===== config.mk =====
export PLATFORM = sky130hd
export DESIGN_NAME = nvme_err_report
export DESIGN_NICKNAME = d
export VERILOG_FILES = /design/src/rtl/nvme_err_report.sv
export SDC_FILE = /design/constraint.sdc
export NUM_CORES = 1
export LEC_CHECK = 0
export ABC_AREA = 1
export CORE_ASPECT_RATIO = 0.7
export CORE_MARGIN = 5
export CORE_UTILIZATION = 53
export CTS_BUF_LIST = sky130_fd_sc_hd__clkbuf_8
export DETAILED_ROUTE_END_ITERATION = 6
export GPL_TIMING_DRIVEN = 1
export MAX_ROUTING_LAYER = met4
export PLACE_DENSITY = 0.84
export REMOVE_ABC_BUFFERS = 1
export SETUP_SLACK_MARGIN = 0.02
export SYNTH_ARGS = -nofsm -noshare
export SYNTH_HDL_FRONTEND = slang
export SYNTH_SLANG_ARGS = --single-unit

===== constraint.sdc =====
create_clock -name clk -period 7.92 [get_ports clk]
set_input_delay 1.584 -clock clk [delete_from_list [all_inputs] [get_ports clk]]
set_output_delay 1.584 -clock clk [all_outputs]
set_load 0.03 [all_outputs]

===== src/rtl/nvme_err_report.sv =====
// Error report block: logs rising bits of the srlat hold vector, captures the
// first error with a timestamp and raises a level interrupt until acked.
module nvme_err_report #(
  parameter int width = 128,
  parameter int AW    = 6,
  parameter int IW    = 7
) (
  input  logic             clk,
  input  logic             reset_n,
  input  logic [width-1:0] err_in,
  input  logic [width-1:0] err_mask,
  output logic             int_req,
  input  logic             int_ack,
  input  logic             reg_rd_v,
  input  logic [AW-1:0]    reg_rd_addr,
  output logic [31:0]      reg_rd_data,
  output logic             reg_rd_ack,
  input  logic             reg_wr_v,
  input  logic [AW-1:0]    reg_wr_addr,
  input  logic [31:0]      reg_wr_data,
  output logic             first_v,
  output logic [IW-1:0]    first_idx,
  output logic [31:0]      first_ts,
  output logic [15:0]      err_cnt
);

  localparam int NW = width / 32;
  localparam logic [AW-1:0] A_FIRST = AW'(NW);
  localparam logic [AW-1:0] A_TS    = AW'(NW + 1);
  localparam logic [AW-1:0] A_CNT   = AW'(NW + 2);

  localparam logic [1:0] S_IDLE = 2'd0;
  localparam logic [1:0] S_REQ  = 2'd1;
  localparam logic [1:0] S_SVC  = 2'd2;

  logic [width-1:0] r_seen;
  logic [width-1:0] r_pending;
  logic [31:0]      r_ts;
  logic [15:0]      r_cnt;
  logic             r_first_v;
  logic [IW-1:0]    r_first_idx;
  logic [31:0]      r_first_ts;
  logic [31:0]      r_rd_data;
  logic             r_rd_ack;
  logic [1:0]       r_state;

  logic [width-1:0] w_new;
  logic [width-1:0] w_wclr;
  logic [width-1:0] w_um;
  logic [width-1:0] w_new_um;
  logic [IW-1:0]    w_low_idx;
  logic             w_any_new;
  logic             w_first_clr;
  logic             w_wr_cnt;
  logic             w_capture;
  logic [31:0]      w_pend_word;
  logic [31:0]      w_rd_word;
  logic [1:0]       w_state_nxt;

  assign w_new     = err_in & ~r_seen;
  assign w_any_new = |w_new;
  assign w_um      = r_pending & ~err_mask;
  assign w_new_um  = w_new & ~err_mask;

  assign w_first_clr = reg_wr_v && (reg_wr_addr == A_FIRST)
                       && reg_wr_data[31];
  assign w_wr_cnt    = reg_wr_v && (reg_wr_addr == A_CNT);
  // A clear and a new event in the same cycle re-arm and capture at once
  assign w_capture   = w_any_new && (!r_first_v || w_first_clr);

  always_comb begin
    w_wclr = '0;
    for (int k = 0; k < NW; k++) begin
      if (reg_wr_v && (reg_wr_addr == AW'(k))) begin
        w_wclr[32*k +: 32] = reg_wr_data;
      end
    end
  end

  always_comb begin
    w_low_idx = '0;
    for (int i = width - 1; i >= 0; i--) begin
      if (w_new[i]) begin
        w_low_idx = IW'(i);
      end
    end
  end

  always_comb begin
    w_pend_word = '0;
    for (int k = 0; k < NW; k++) begin
      if (reg_rd_addr == AW'(k)) begin
        w_pend_word = r_pending[32*k +: 32];
      end
    end
  end

  always_comb begin
    w_rd_word = w_pend_word;
    unique case (1'b1)
      (reg_rd_addr == A_FIRST):
        w_rd_word = {r_first_v, {(31-IW){1'b0}}, r_first_idx};
      (reg_rd_addr == A_TS):
        w_rd_word = r_first_ts;
      (reg_rd_addr == A_CNT):
        w_rd_word = {16'b0, r_cnt};
      default: ;
    endcase
  end

  always_comb begin
    w_state_nxt = r_state;
    unique case (r_state)
      S_IDLE:
        if (|w_um) w_state_nxt = S_REQ;
      S_REQ:
        if (int_ack) w_state_nxt = S_SVC;
      S_SVC:
        if (|w_new_um) w_state_nxt = S_REQ;
        else if (~|w_um) w_state_nxt = S_IDLE;
      default:
        w_state_nxt = S_IDLE;
    endcase
  end

  always_ff @(posedge clk or negedge reset_n) begin
    if (!reset_n) begin
      r_seen    <= '0;
      r_pending <= '0;
      r_ts      <= '0;
    end else begin
      r_seen    <= err_in;
      r_pending <= (r_pending & ~w_wclr) | w_new;
      r_ts      <= r_ts + 32'd1;
    end
  end

  always_ff @(posedge clk or negedge reset_n) begin
    if (!reset_n) begin
      r_cnt <= '0;
    end else if (w_wr_cnt) begin
      r_cnt <= {15'b0, w_any_new};
    end else if (w_any_new && (r_cnt != 16'hFFFF)) begin
      r_cnt <= r_cnt + 16'd1;
    end
  end

  always_ff @(posedge clk or negedge reset_n) begin
    if (!reset_n) begin
      r_first_v   <= 1'b0;
      r_first_idx <= '0;
      r_first_ts  <= '0;
    end else if (w_capture) begin
      r_first_v   <= 1'b1;
      r_first_idx <= w_low_idx;
      r_first_ts  <= r_ts;
    end else if (w_first_clr) begin
      r_first_v   <= 1'b0;
    end
  end

  always_ff @(posedge clk or negedge reset_n) begin
    if (!reset_n) begin
      r_rd_data <= '0;
      r_rd_ack  <= 1'b0;
    end else begin
      r_rd_ack <= reg_rd_v;
      if (reg_rd_v) begin
        r_rd_data <= w_rd_word;
      end
    end
  end

  always_ff @(posedge clk or negedge reset_n) begin
    if (!reset_n) begin
      r_state <= S_IDLE;
    end else begin
      r_state <= w_state_nxt;
    end
  end

  assign int_req     = (r_state == S_REQ);
  assign reg_rd_data = r_rd_data;
  assign reg_rd_ack  = r_rd_ack;
  assign first_v     = r_first_v;
  assign first_idx   = r_first_idx;
  assign first_ts    = r_first_ts;
  assign err_cnt     = r_cnt;

endmodule


# --- After elaboration in Yosys (flattened, before gate mapping) ---
# Cells that the tools add are included.
word_totals:
  ff_bits: 379
  in_bits: 305
  output_inout_bits: 90
  wordCells: 203
classes:
  add_sub_neg: 2
  eq_ne: 17
  muxes: 146
  n_bitwise: 8
  n_reduce_logical: 20
op_table:
  columns: ["op", "n"]
  rows:
  - ["$mux 7", 128]
  - ["$and 128x128->128", 4]
  - ["$not 128->128", 3]
  - ["$reduce_or 128->1", 3]
  - ["$mux 32", 8]
  - ["$or 128x128->128", 1]
  - ["$pmux 32 s3", 1]
  - ["$add 32x1->32 const B", 1]
  - ["$mux 16", 2]
  - ["$eq 6x3->1 const B", 5]
  - ["$eq 6x2->1 const B", 4]
  - ["$add 16x1->16 const B", 1]
  - ["$ne 16x16->1 const B", 1]
  - ["$eq 6x1->1 const B", 2]
  - ["$logic_not 6->1", 2]
  - ["$logic_and 1x1->1", 9]
  - ["$mux 2", 4]
  - ["$pmux 2 s3", 1]
  - ["$reduce_bool 2->1", 2]
  - ["$ne 3x3->1 const B", 1]
  - ["$reduce_and 3->1", 1]
  - ["$eq 2x1->1 const B", 1]
  - ["$eq 2x2->1 const B", 1]
  - ["$logic_not 2->1", 1]
  - ["other kinds (5)", 6]

# --- Depth between registers and ports, before layout ---
depth:
  ltp_word: 130
  ltp_mapped: 130
  ltp_nobuf: 130

# --- Worst setup path before layout ---
# No wires, ideal clock.
synth_path:
  path_kind: "input to register"
  start: "input port err_in[127]"
  end: "register r_first_idx[0], in the netlist first_idx[0]"
  setup_ps: 117
  arrival_time_ps: 7059
  path_slack_ps: 744
  path_stages: 130
  n_path_buf: 0
  cell_sequence: "inv_1 -> nor2_2 -> nand2_1 -> nand2_1 -> nand2_1 -> nand2_1 -> nand2_1 -> nand2_1 -> nand2_1 -> nand2_1 -> nand2_1 -> nand2_1 -> nand2_1 -> nand2_1 -> nand2_1 -> nand2_1 -> nand2_1 -> nand2_1 -> (+94 left out) -> nand2_1 -> nand2_1 -> nand2_1 -> nand2_1 -> nand2_1 -> nand2_1 -> nand2_1 -> nand2_1 -> nand2_1 -> nand2_1 -> nand2_1 -> nand2_1 -> nand2_1 -> nand2_1 -> nand2_1 -> nand2_1 -> nand2_1 -> nand2_1"
synth_via:
  elab_chain_cells: 129
  word_cells_on_any_way: 131
  classes_between: "128 x mux; 1 x bitwise; 2 x reduce/logical"
synth_lines:
  columns: ["element", "line_no", "source"]
  rows:
  - ["start: declaration", "10", "input logic [width-1:0] err_in,"]
  - ["$and 128x128->128 *", "60", "assign w_new = err_in & ~r_seen;"]
  - ["$mux 7 (128 in series)", "83", "if (w_new[i]) begin"]
  - ["end signal: assignment", "155", "r_first_idx <= w_low_idx;"]
  - ["end: declaration", "41", "logic [IW-1:0] r_first_idx;"]
# Every way passes the cells marked *; elsewhere a longest branch is shown, timed or not.
# A chain may end at the register's enable or synchronous reset.

# --- Worst setup path in the final report ---
layout_path:
  start: "input port err_in[127]"
  end: "register r_first_idx[1], in the netlist first_idx[1]"
# The elaborated chain is that of the path after synthesis.

==> parameters.txt <==
Parameter                              Value

Die
  Starting utilization of the core area    0.534
  Area of the core region    0.0344 mm^2
  Row count    between 50 and 60
  Num ports    just under 400
  Die Outline Area    between 0.03 and 0.04 mm^2
  Die span in x    roughly 230 um
  Chip height    between 150 and 200 um

Setup path
  Setup crit start kind    primary input
  WP data arrival    roughly 9.0 ns
  Cell with the largest stage delay on the worst path    sky130_fd_sc_hd__nor2_1
  Worst path max stage delay    approximately 0.20 ns
  Critical Path Sink Type    flip-flop
  Worst reg2reg path endpoint    first_idx[1]
  Reg2Reg Launch Point    r_seen[127]
  CP Data Required Time    around 8.5 ns
  Path depth of the worst reg2reg path    85
  Most frequent cell on the critical path    sky130_fd_sc_hd__nor2_1
  Slack of the worst reg-to-reg path    0.04 ns
  Startpoint-to-endpoint class of the critical path    in2reg
  Highest fanout seen on the critical path    3

Drt
  Vias per inst    5.71
  Detailed Routing Iterations Pass 1    6
  Detailed Route Iter0 Violations    about 2600
  Final Routed Wirelength    roughly 74000 um
  DRC violations left    0
  Wire per inst    ~23 um
  Total number of vias    18400
  Detail Route Antenna Nets    0

Clocking
  Clock latency reported for the late side of the worst-skew pair    around 0.65 ns
  Clock slew at reported path FFs    around 0.070 ns
  Clock buffers created by TritonCTS    just under 60
  Sinks on the clock net    between 300 and 400
  TritonCTS clock tree    yes
  Library cell used as clock root buffer    sky130_fd_sc_hd__clkbuf_8
  Number of H-tree levels    2
  Buffer levels on the longest clock path    3

Yosys
  Synthesized instance count    around 2200
  Most area-hungry cell type in the Yosys netlist    sky130_fd_sc_hd__dfrtp_1
  Cell Area, Synth    about 0.018 mm^2
  Number of synthesis warnings    0
  Syn Area/Cell    ~8.3 um^2
  Number of flops mapped to enable cells by yosys    0
  Synth cell count leaders    sky130_fd_sc_hd__nand2_1 (539), sky130_fd_sc_hd__dfrtp_1 (379), sky130_fd_sc_hd__inv_1 (361)
  Distinct cell type count after synthesis    43
  Most common flop cell mapped by yosys    sky130_fd_sc_hd__dfrtp_1
  Most common cell in the synthesized netlist    sky130_fd_sc_hd__nand2_1
  Share of flip-flops with an asynchronous set or reset    1.00
  Leading post-synthesis cells by cell area    sky130_fd_sc_hd__dfrtp_1 (52%), sky130_fd_sc_hd__nand2_1 (11%), sky130_fd_sc_hd__inv_1 (7.4%)
  Fraction of the yosys area taken by sequential cells    0.516
  Post-synth top area share    0.516
  Count of state elements after synthesis    379

Power
  PwrDens    between 200 and 250 mW/mm^2
  Leakage component of the power    12.1 nW
  Worst VDD drop    0.130 mV

Global routing
  Via count of the first global-routing pass    18100
  Number of antenna violations at the first check in global routing    9
  Maximum number of pins on one net before global-route repair    approximately 170
  Total congestion overflow    0
  Total global-route track usage    0.385
  Global-route wire length before repair    110000 um

Timing
  Final setup margin    -0.531 ns
  Post-Route Setup TNS    -0.825 ns
  Tcrit/Tclk final    1.07
  Maximum clock frequency    between 100 and 150 MHz
  Worst slew margin relative to its limit    0.296
  Slew of the pin with the lowest slew margin    roughly 1.0 ns
  Final-report max-slew violation count    0
  Unrepaired setup endpoints after global routing    yes
  Count of final setup violators    2
  Minimum hold slack    just under 0.5 ns
  Number of endpoints with negative hold slack in the final report    0
  Layout Skew    between 0.03 and 0.04 ns
  Shortest clock period the worst path allows after layout    roughly 8.5 ns

Layout
  Area Overhead vs Synth    33.4%
  Final cell count without fillers    about 3200
  Number of inserted filler cells in the final layout    roughly 2700
  Net count reported at finish    ~3000
  Ratio of cells with drive above 1 in the final layout    0.105

Placed design
  Post-detail-place hpwl    approximately 57000 um
  Number of placed cells counting well taps    between 3000 and 4000
  Routability Congestion    around 1.0
  Count of input and output buffers    394

Min path
  Min-delay worst type    reg2reg
  Hold path cells    1
  Worst hold path startpoint    r_ts[16]
  End point of the most critical hold path    r_ts[16]

Outcome
  Outcome    complete, but fails checks
  Failing checks    negative setup slack

Flow run
  Max-cap violations    0
-- cells by family (layout without fill, tap and decap cells) --
kind of cell / Yosys count / in the layout / share of synthesized area
AO/OA/AOI/OAI: 461 / 461 / 0.149
XOR/XNOR: 29 / 29 / 0.0138
adder cells (fa/ha/maj): 2 / 2 / 0.00136
buffers and inverters: 453 / 970 / 0.101
flip-flops: 379 / 379 / 0.516
multiplexers: 1 / 1 / 0.000613
other: 0 / 11 / 0
AND/OR/NAND/NOR: 893 / 893 / 0.218
-- worst max-delay path, delay by kind of cell --
kind / cells / cell delay (ns)
AO/OA/AOI/OAI: 3 / 0.30
buffers and inverters: 23 / 2.08
AND/OR/NAND/NOR: 61 / 4.98
-- sequential cells by signal, indices dropped and copies added (netlist names) --
register / flops
r_seen: 128
err_cnt: 16
first_v: 1
first_idx: 7
first_ts: 32
r_ts: 32
r_pending: 128
reg_rd_ack: 1
r_state: 2
reg_rd_data: 32
-- placed cells by master, fill, tap and decap left out, types with 2 or more instances in the layout --
cell type                         count
sky130_fd_sc_hd__nand2_1            515
sky130_fd_sc_hd__clkdlybuf4s50_1    384
sky130_fd_sc_hd__inv_1              381
sky130_fd_sc_hd__dfrtp_1            379
sky130_fd_sc_hd__nor2_1             204
sky130_fd_sc_hd__o21ai_0            204
sky130_fd_sc_hd__o22ai_1            114
sky130_fd_sc_hd__clkbuf_8            74
sky130_fd_sc_hd__nand2_4             67
sky130_fd_sc_hd__buf_4               59
sky130_fd_sc_hd__a21oi_1             51
sky130_fd_sc_hd__inv_2               36
sky130_fd_sc_hd__xor2_1              29
sky130_fd_sc_hd__a221oi_1            29
sky130_fd_sc_hd__nand2_2             21
sky130_fd_sc_hd__nor3_1              19
sky130_fd_sc_hd__nand3_1             19
sky130_fd_sc_hd__a22oi_1             18
sky130_fd_sc_hd__nand4_1             14
sky130_fd_sc_hd__or4_1               13
sky130_fd_sc_hd__nor4_1              12
sky130_fd_sc_hd__diode_2             11
sky130_fd_sc_hd__bufinv_8            11
sky130_fd_sc_hd__o221ai_1            10
sky130_fd_sc_hd__a41oi_1              7
sky130_fd_sc_hd__a31oi_1              6
sky130_fd_sc_hd__clkinv_1             5
sky130_fd_sc_hd__a211oi_1             4
sky130_fd_sc_hd__a2111oi_0            4
sky130_fd_sc_hd__clkinv_2             4
sky130_fd_sc_hd__dlygate4sd2_1        4
sky130_fd_sc_hd__nor2_2               3
sky130_fd_sc_hd__nand3b_1             3
sky130_fd_sc_hd__o211ai_1             3
sky130_fd_sc_hd__o31ai_1              3
sky130_fd_sc_hd__clkinvlp_4           3
sky130_fd_sc_hd__o21ai_1              2
sky130_fd_sc_hd__o2111a_1             2
sky130_fd_sc_hd__ha_1                 2
sky130_fd_sc_hd__buf_8                2
-- worst max-delay path by stage --
| stage | endpoint | slack [ns] | cells after the start | from |
|---|---|---|---|---|
| after global routing | first_idx[0] | -1.34 | 131 | err_in[127] |
| after floorplan | first_idx[0] | 0.73 | 130 | err_in[127] |
| after CTS | first_idx[0] | -0.23 | 131 | err_in[127] |
| after global placement | first_idx[0] | -1.20 | 130 | err_in[126] |
| final | first_idx[1] | -0.53 | 87 | err_in[127] |
| after detailed placement | first_idx[0] | -1.29 | 130 | err_in[126] |
-- where the power goes --
group | switching (mW) | internal [mW]
combinational | 0.663 | 0.439
sequential | 0.122 | 2.06
clock | 0.813 | 0.866
-- area by class of cell --
cell class	count	area (um^2)	share of cell area
multi-input cells	1386	7130	0.291
inverters	412	1700	0.0694
clock inverters	30	155	0.00633
repair buffers	454	4410	0.180
flip-flops and latches	379	9480	0.387
well taps	472	591	0.0241
diodes	11	27.5	0.00112
clock buffers	74	1020	0.0415
-- stage by stage --
| step | cell area [um^2] | utilization | setup WS [ns] | power [mW] |
|---|---|---|---|---|
| 6_report | 24500 | 0.712 | -0.531 | 4.96 |
| 5_1_grt | 24500 | 0.711 | -1.34 | 5.14 |
| 4_1_cts | 24400 | 0.709 | -0.227 | 4.94 |
| 3_5_place_dp | 23100 | 0.670 | -1.29 | 3.27 |
| 3_3_place_gp | 23100 | 0.670 | -1.20 | 3.25 |
| 2_1_floorplan | 18200 | - | 0.734 | 2.67 |
-- per-layer routing --
| metal | GRT usage | vias up | part of all wire |
|---|---|---|---|
| met5 | - | - | 0 |
| met4 | 0.122 | 0 | 0.035 |
| met3 | 0.0841 | 192 | 0.11 |
| met2 | 0.572 | 1236 | 0.44 |
| met1 | 0.534 | 8856 | 0.41 |
| li1 | - | 8100 | - |
-- what timing repair did --
item                                    in CTS  in global routing
hold endpoints to repair                     0                  0
hold buffers                                 0                  0
pin swaps                                   26                 33
setup buffers                               19                  1
endpoints found under the setup margin       1                  2
gates resized for setup                     30                 25
Note: power is estimated with default switching activity, not from simulation.
